### src/rtl/sbox_bram_port_ctrl_pkg.sv
`default_nettype none
// ============================================================================
// Module      : sbox_bram_port_ctrl_pkg
// Description : Shared masked-AES constants for the S-box BRAM port controller
// Revision    : 1.0 - initial release
// ============================================================================
package sbox_bram_port_ctrl_pkg;

  localparam int SEL_W    = 2;
  localparam int TAG_W    = 4;
  localparam int BRAM_LAT = 2;
  localparam int ADDR_W   = 8 + SEL_W;

  function automatic logic [1:0] occ_count(input logic v1, input logic v2);
    return {1'b0, v1} + {1'b0, v2};
  endfunction

endpackage
`default_nettype wire

### src/rtl/sbox_valid_pipe.sv
`default_nettype none
// ============================================================================
// Module      : sbox_valid_pipe
// Description : Two-stage valid/tag shift pipeline with hold, tracking the BRAM
// Revision    : 1.0 - initial release
// ============================================================================
module sbox_valid_pipe #(
  parameter int TAG_W = sbox_bram_port_ctrl_pkg::TAG_W
) (
  input  logic             clk,
  input  logic             rst,
  input  logic             flush_i,
  input  logic             advance_i,
  input  logic             valid_i,
  input  logic [TAG_W-1:0] tag_i,
  output logic             v1_o,
  output logic             v2_o,
  output logic [TAG_W-1:0] t2_o
);
  import sbox_bram_port_ctrl_pkg::*;

  logic             v1_q, v1_d;
  logic             v2_q, v2_d;
  logic [TAG_W-1:0] t1_q, t1_d;
  logic [TAG_W-1:0] t2_q, t2_d;

  // Flush only drops the valid bits; stale tags are masked downstream.
  always_comb begin
    v1_d = v1_q;
    v2_d = v2_q;
    t1_d = t1_q;
    t2_d = t2_q;
    if (flush_i) begin
      v1_d = 1'b0;
      v2_d = 1'b0;
    end else if (advance_i) begin
      v1_d = valid_i;
      t1_d = tag_i;
      v2_d = v1_q;
      t2_d = t1_q;
    end
  end

  always_ff @(posedge clk) begin
    if (rst) begin
      v1_q <= 1'b0;
      v2_q <= 1'b0;
      t1_q <= '0;
      t2_q <= '0;
    end else begin
      v1_q <= v1_d;
      v2_q <= v2_d;
      t1_q <= t1_d;
      t2_q <= t2_d;
    end
  end

  assign v1_o = v1_q;
  assign v2_o = v2_q;
  assign t2_o = t2_q;

endmodule
`default_nettype wire

### src/rtl/sbox_bram_port_ctrl.sv
`default_nettype none
// ============================================================================
// Module      : sbox_bram_port_ctrl
// Description : Dual-port BRAM S-box lookup controller with ready/valid flow
// Revision    : 1.0 - initial release
// ============================================================================
module sbox_bram_port_ctrl #(
  parameter int SEL_W = sbox_bram_port_ctrl_pkg::SEL_W,
  parameter int TAG_W = sbox_bram_port_ctrl_pkg::TAG_W
) (
  input  logic               clk,
  input  logic               rst,
  input  logic               flush_i,
  input  logic               in_valid_i,
  output logic               in_ready_o,
  input  logic [SEL_W-1:0]   in_sel_i,
  input  logic [7:0]         in_a_i,
  input  logic [7:0]         in_b_i,
  input  logic [TAG_W-1:0]   in_tag_i,
  output logic [SEL_W+7:0]   bram_addra_o,
  output logic [SEL_W+7:0]   bram_addrb_o,
  output logic               bram_en_o,
  output logic               bram_rst_o,
  input  logic [7:0]         bram_doa_i,
  input  logic [7:0]         bram_dob_i,
  output logic               out_valid_o,
  input  logic               out_ready_i,
  output logic [7:0]         out_a_o,
  output logic [7:0]         out_b_o,
  output logic [TAG_W-1:0]   out_tag_o,
  output logic [1:0]         occupancy_o
);
  import sbox_bram_port_ctrl_pkg::*;

  logic             w_advance;
  logic             w_accept;
  logic             w_v1;
  logic             w_v2;
  logic [TAG_W-1:0] w_t2;

  assign bram_addra_o = {in_sel_i, in_a_i};
  assign bram_addrb_o = {in_sel_i, in_b_i};

  // The BRAM read and output registers move only with the valid pipe.
  assign w_advance  = ~w_v2 | out_ready_i;
  assign bram_en_o  = w_advance;
  assign bram_rst_o = rst;
  assign in_ready_o = w_advance & ~rst & ~flush_i;
  assign w_accept   = in_valid_i & in_ready_o;

  sbox_valid_pipe #(
    .TAG_W (TAG_W)
  ) u_pipe (
    .clk       (clk),
    .rst       (rst),
    .flush_i   (flush_i),
    .advance_i (w_advance),
    .valid_i   (w_accept),
    .tag_i     (in_tag_i),
    .v1_o      (w_v1),
    .v2_o      (w_v2),
    .t2_o      (w_t2)
  );

  // Masked shares are forced to zero when no result is presented.
  assign out_valid_o = w_v2;
  assign out_a_o     = w_v2 ? bram_doa_i : 8'h00;
  assign out_b_o     = w_v2 ? bram_dob_i : 8'h00;
  assign out_tag_o   = w_v2 ? w_t2 : '0;
  assign occupancy_o = occ_count(w_v1, w_v2);

endmodule
`default_nettype wire

### config.mk
export PLATFORM = sky130hd
export DESIGN_NAME = sbox_bram_port_ctrl
export DESIGN_NICKNAME = d
export VERILOG_FILES = /design/src/rtl/sbox_bram_port_ctrl_pkg.sv /design/src/rtl/sbox_valid_pipe.sv /design/src/rtl/sbox_bram_port_ctrl.sv
export SDC_FILE = /design/constraint.sdc
export NUM_CORES = 1
export LEC_CHECK = 0
export ABC_AREA = 1
export BUFFER_PORTS_ARGS = -buffer_cell sky130_fd_sc_hd__buf_2
export CORE_MARGIN = 4
export CORE_UTILIZATION = 37
export CTS_BUF_LIST = sky130_fd_sc_hd__clkbuf_4 sky130_fd_sc_hd__clkbuf_8
export DETAILED_ROUTE_END_ITERATION = 6
export PLACE_DENSITY = 0.89
export SLEW_MARGIN = 15
export SYNTH_ARGS = -nofsm -noshare
export SYNTH_HDL_FRONTEND = slang
export SYNTH_SLANG_ARGS = --single-unit
### constraint.sdc
create_clock -name clk -period 2.19 [get_ports clk]
set_clock_uncertainty 0.05 [all_clocks]
set_input_delay 0.438 -clock clk [delete_from_list [all_inputs] [get_ports clk]]
set_output_delay 0.438 -clock clk [all_outputs]
set_load 0.02 [all_outputs]
* After elaboration in Yosys (flattened, before gate mapping) *
Cells that the tools add are included.

word-level totals
  latch bits = 0
  RAM bits = 0
  memories = 0
  flip-flop bits (word level) = 10
  memory bits (read-only) = 0
  bits of input ports = 43

cells by class
  multiply operators = 0
  mux-type cells = 3
  equal/unequal tests = 0
  bitwise operators = 7
  reductions and logical operators = 2
  shift operators = 0
  add/sub/neg operators = 1
  magnitude comparators = 0
  div/mod/pow operators = 0

operators with widths
  operator           number
  $mux W8            2
  $mux W4            1
  $and A1 B1 Y1      3
  $not A1 Y1         3
  $add A1 B1 Y2      1
  $reduce_and A2 Y1  1
  $reduce_or A2 Y1   1
  $or A1 B1 Y1       1

* Longest topological paths before layout *
  word-level depth = 5
  gate-level depth with buffers = 5
  gate-level depth less buffers = 5

* By module *
Synthesis repeated with hierarchy kept, for this count alone.

unflattened totals
  cells, all modules = 133
  area, all modules = 788.3 um^2

modules (own cells, without submodules)
  module               times used  cells an instance  area an instance (um^2)
  sbox_valid_pipe      1           62                 419.2
  sbox_bram_port_ctrl  1           71                 369.1

* Least setup slack after synthesis *
OpenSTA, ideal clock, no wires.

  kind = input to output
  from = input flush_i
  to = output in_ready_o
  data arrival time = 1.101 ns
  slack = 0.601 ns
  cell stages on the path = 4
  path buffers = 1
  path through = inv_2 buf_2 nand2_1 nor2_1

on the way
  cells in the longest elaborated chain, start to end = 2

RTL lines
  item                  RTL line                   RTL
  start: declaration    sbox_bram_port_ctrl.sv:13  input logic flush_i,
  $not A1 Y1 (no line)  -
  $and A1 B1 Y1         sbox_bram_port_ctrl.sv:48  assign in_ready_o = w_advance & ~rst & ~flush_i;
  end: declaration      sbox_bram_port_ctrl.sv:15  output logic in_ready_o,

No other way between the ends.

* Worst setup path in the final report *
  from = register u_pipe.v2_q, in the netlist u_pipe.v2_o
  to = output bram_en_o

on the way
  cells in the longest elaborated chain, start to end = 2

RTL lines
  item                      RTL line                   RTL
  start: declaration        sbox_valid_pipe.sv:23      logic v2_q, v2_d;
  start signal: assignment  sbox_valid_pipe.sv:52      v2_q <= v2_d;
  $not A1 Y1                sbox_bram_port_ctrl.sv:45  assign w_advance = ~w_v2 | out_ready_i;
  $or A1 B1 Y1              sbox_bram_port_ctrl.sv:45
  end: declaration          sbox_bram_port_ctrl.sv:22  output logic bram_en_o,

No other way between the ends.

==> impl_results.md <==
- Status: complete, no violations
- Die Area: 2870 um2
- Hold EP: u_pipe.v1_o
- Post-synthesis mux area share: 0%
- DR pass1 iterations: 4
- Cells after Synth: 129
- Row cnt: 16
- Endpoint class of the critical path: primary output
- Worst-path fanout max: 18
- Placer Congestion: 0.742
- Detailed Place HPWL: 1320 um
- Clock sinks: 10
- Seq/Total Area, Yosys: 26.0%
- Pleak: 0.693 nW
- Compound-cell area share of the yosys netlist: 5.85%
- Total global routing overflow: 0
- Relative slew slack: 72.4%
- Startpoint Class: flop
- Critical path class: flop to primary output
- CTS tree: done
- CTS Buffer Depth: 2
- FF+latch count, synth: 10
- Layout cells sized above 1: 35.8%
- CTS resizes: 0
- Worst endpoint required time: 1.70 ns
- Setup_tns: 0 ns
- Simple-gate share of the synthesized area: 27.0%
- IO buf count: 50
- Final Max Slew Viols: 0
- FF-to-FF End: u_pipe.t2_o[1]
- Peak supply drop: 0.277 mV
- Post-CTS setup buffer count: 0
- Critical path arrival: 1.37 ns
- CTS H-tree depth: 1
- Die H: 53.6 um
- Switching pwr: 0.109 mW
- Syn avg cell area: 5.97 um2
- Post-Syn Nets: 173
- DRT antenna net count: 0
- Clock power frac: 30.7%
- Cell Pwr Density: 444 nW/um2
- Io pins: 89
- WL/cell: 8.92 um
- Initial antenna violation count: 0
- CTS clk-pin slew, worst paths: 0.06 ns
- Worst-Skew Late Latency: 0.26 ns
- Maxcap violations: 0
- Fin nets: 205
- Initial DRC count: 11
- Largest family of logic cells by synthesized area: buffers and inverters
- All-layer global routing usage: 11.5%
- Core ar.: 1960 um2
- TritonCTS buffer count: 3
- Finished Cell Area: 907 um2
- Hold path startpoint: in_valid_i
- Hold-fix buffers, CTS: 0
- DRC viols: 0
- Final hold viol count: 0
- Cell Area, Synth: 769 um2
- Share of power burned in registers: 49.8%
- Sw Ratio: 27.1%
- Least-Margin Pin Slew: 0.414 ns
- Setup Viol. Count Final: 0
- Via count: 776
- RR Startpoint: u_pipe.v2_o
- First-pass GRT wire length: 2460 um
- WHS Path Cells: 3
- Largest net degree at the start of global routing: 19
- Die X: 53.6 um
- Vias per cell: 4.17
- Placed Area: 885 um2
- Period utilization: 84.8%
- Adder-Cell Fraction of Synth Area: 1.63%
- Min Tclk post-route: 1.86 ns
- P_int: 0.294 mW
- WL final: 1660 um
- Fmax: 0.538 GHz
- Root Buffer: clkbuf_4
- Synth unique cells: 13
- Reg2reg setup slack: 0.92 ns
- Hold crit path type: primary input to flop
- Vias in the first global route: 617
- Gate power share: 19.5%
- Initial Util: 39.2%
- RSZ-0062 raised after global routing: false
- Yosys warns: 0
- R2R depth: 3
- Setup crit start: u_pipe.v2_o
- Diode count: 0
- Area delta synth->final: 17.9%
- Xor/xnor share of the synthesized area: 0%
-- power groups by stage --
stage / clock network, mW / logic (mW) / registers, mW
3_5_place_dp: 0 / 0.0795 / 0.205
2_1_floorplan: 0 / 0.101 / 0.203
6_report: 0.123 / 0.0787 / 0.200
4_1_cts: 0.130 / 0.0797 / 0.201
3_3_place_gp: 0 / 0.0783 / 0.204
5_1_grt: 0.138 / 0.0907 / 0.202
-- placed cells by master (no fill, tap or decap) --
cell type / synthesis / layout
nor2_1: 12 / 12
nand3_1: 8 / 8
ha_1: 1 / 1
dfxtp_1: 10 / 10
nand2_2: 1 / 1
buf_4: 21 / 2
clkbuf_4: 0 / 3
inv_2: 1 / 1
buf_2: 3 / 50
a21oi_1: 9 / 9
clkinv_1: 1 / 1
nand2_1: 31 / 31
inv_1: 30 / 30
-- cells in the mapped netlist --
cell type | n | area (um2)
buf_2 | 3 | 15.0
inv_2 | 1 | 3.75
buf_4 | 21 | 158
ha_1 | 1 | 12.5
buf_6 | 1 | 11.3
dfxtp_1 | 10 | 200
nand2_2 | 1 | 6.26
nor2_1 | 12 | 45.0
a21oi_1 | 9 | 45.0
nand2_1 | 31 | 116
nand3_1 | 8 | 40.0
clkinv_1 | 1 | 3.75
inv_1 | 30 | 113
-- sequential cells by signal (all words and copies together) (netlist names) --
register and count:
u_pipe.v1_o 1, u_pipe.t1_q 4, u_pipe.v2_o 1, u_pipe.t2_o 4
-- cells by family after synthesis --
logic type | Yosys count
compound gates | 9
fa+ha+maj | 1
buf+inv | 57
flops | 10
simple gates | 52
-- worst max-delay path by stage --
stage	depth (start not counted)	to
finish	2	bram_en_o
global route	2	bram_en_o
CTS	2	bram_en_o
detailed placement	5	in_ready_o
global placement	2	bram_en_o
floorplan	4	in_ready_o
-- critical path: stages (launching register included) --
cell,delay [ns]
dfxtp_1,0.57
nand2_2,0.29
buf_2,0.24
-- per-stage QoR --
step	power (mW)	hold slack [ns]	util [%]	setup WS (ns)	instances
2_1_floorplan	0.304	0.401	-	0.601	129
3_3_place_gp	0.283	0.409	45.1	0.605	183
3_5_place_dp	0.284	0.419	45.1	0.571	183
4_1_cts	0.410	0.383	46.2	0.299	186
5_1_grt	0.430	0.385	46.2	0.197	186
6_report	0.403	0.391	46.2	0.332	186
-- layer usage --
| metal | track usage, % | wire length (um) | up-vias | share of wire (%) |
|---|---|---|---|---|
| met4 | 8.94 | 56 | 0 | 3.4 |
| met2 | 19.0 | 781 | 49 | 47 |
| met3 | 3.60 | 195 | 9 | 12 |
| li1 | - | - | 410 | - |
| met1 | 12.1 | 625 | 308 | 38 |
| met5 | 0 | 0 | - | 0 |
-- layout make-up --
class / instances / area (um2)
Inverter: 32 / 120
Clock buffer: 3 / 22.5
Timing Repair Buffer: 52 / 265
Tap cell: 27 / 33.8
Multi-Input combinational cell: 62 / 265
Fill cell: 239 / 1050
Sequential cell: 10 / 200
Power figures use the tool's default switching activity.
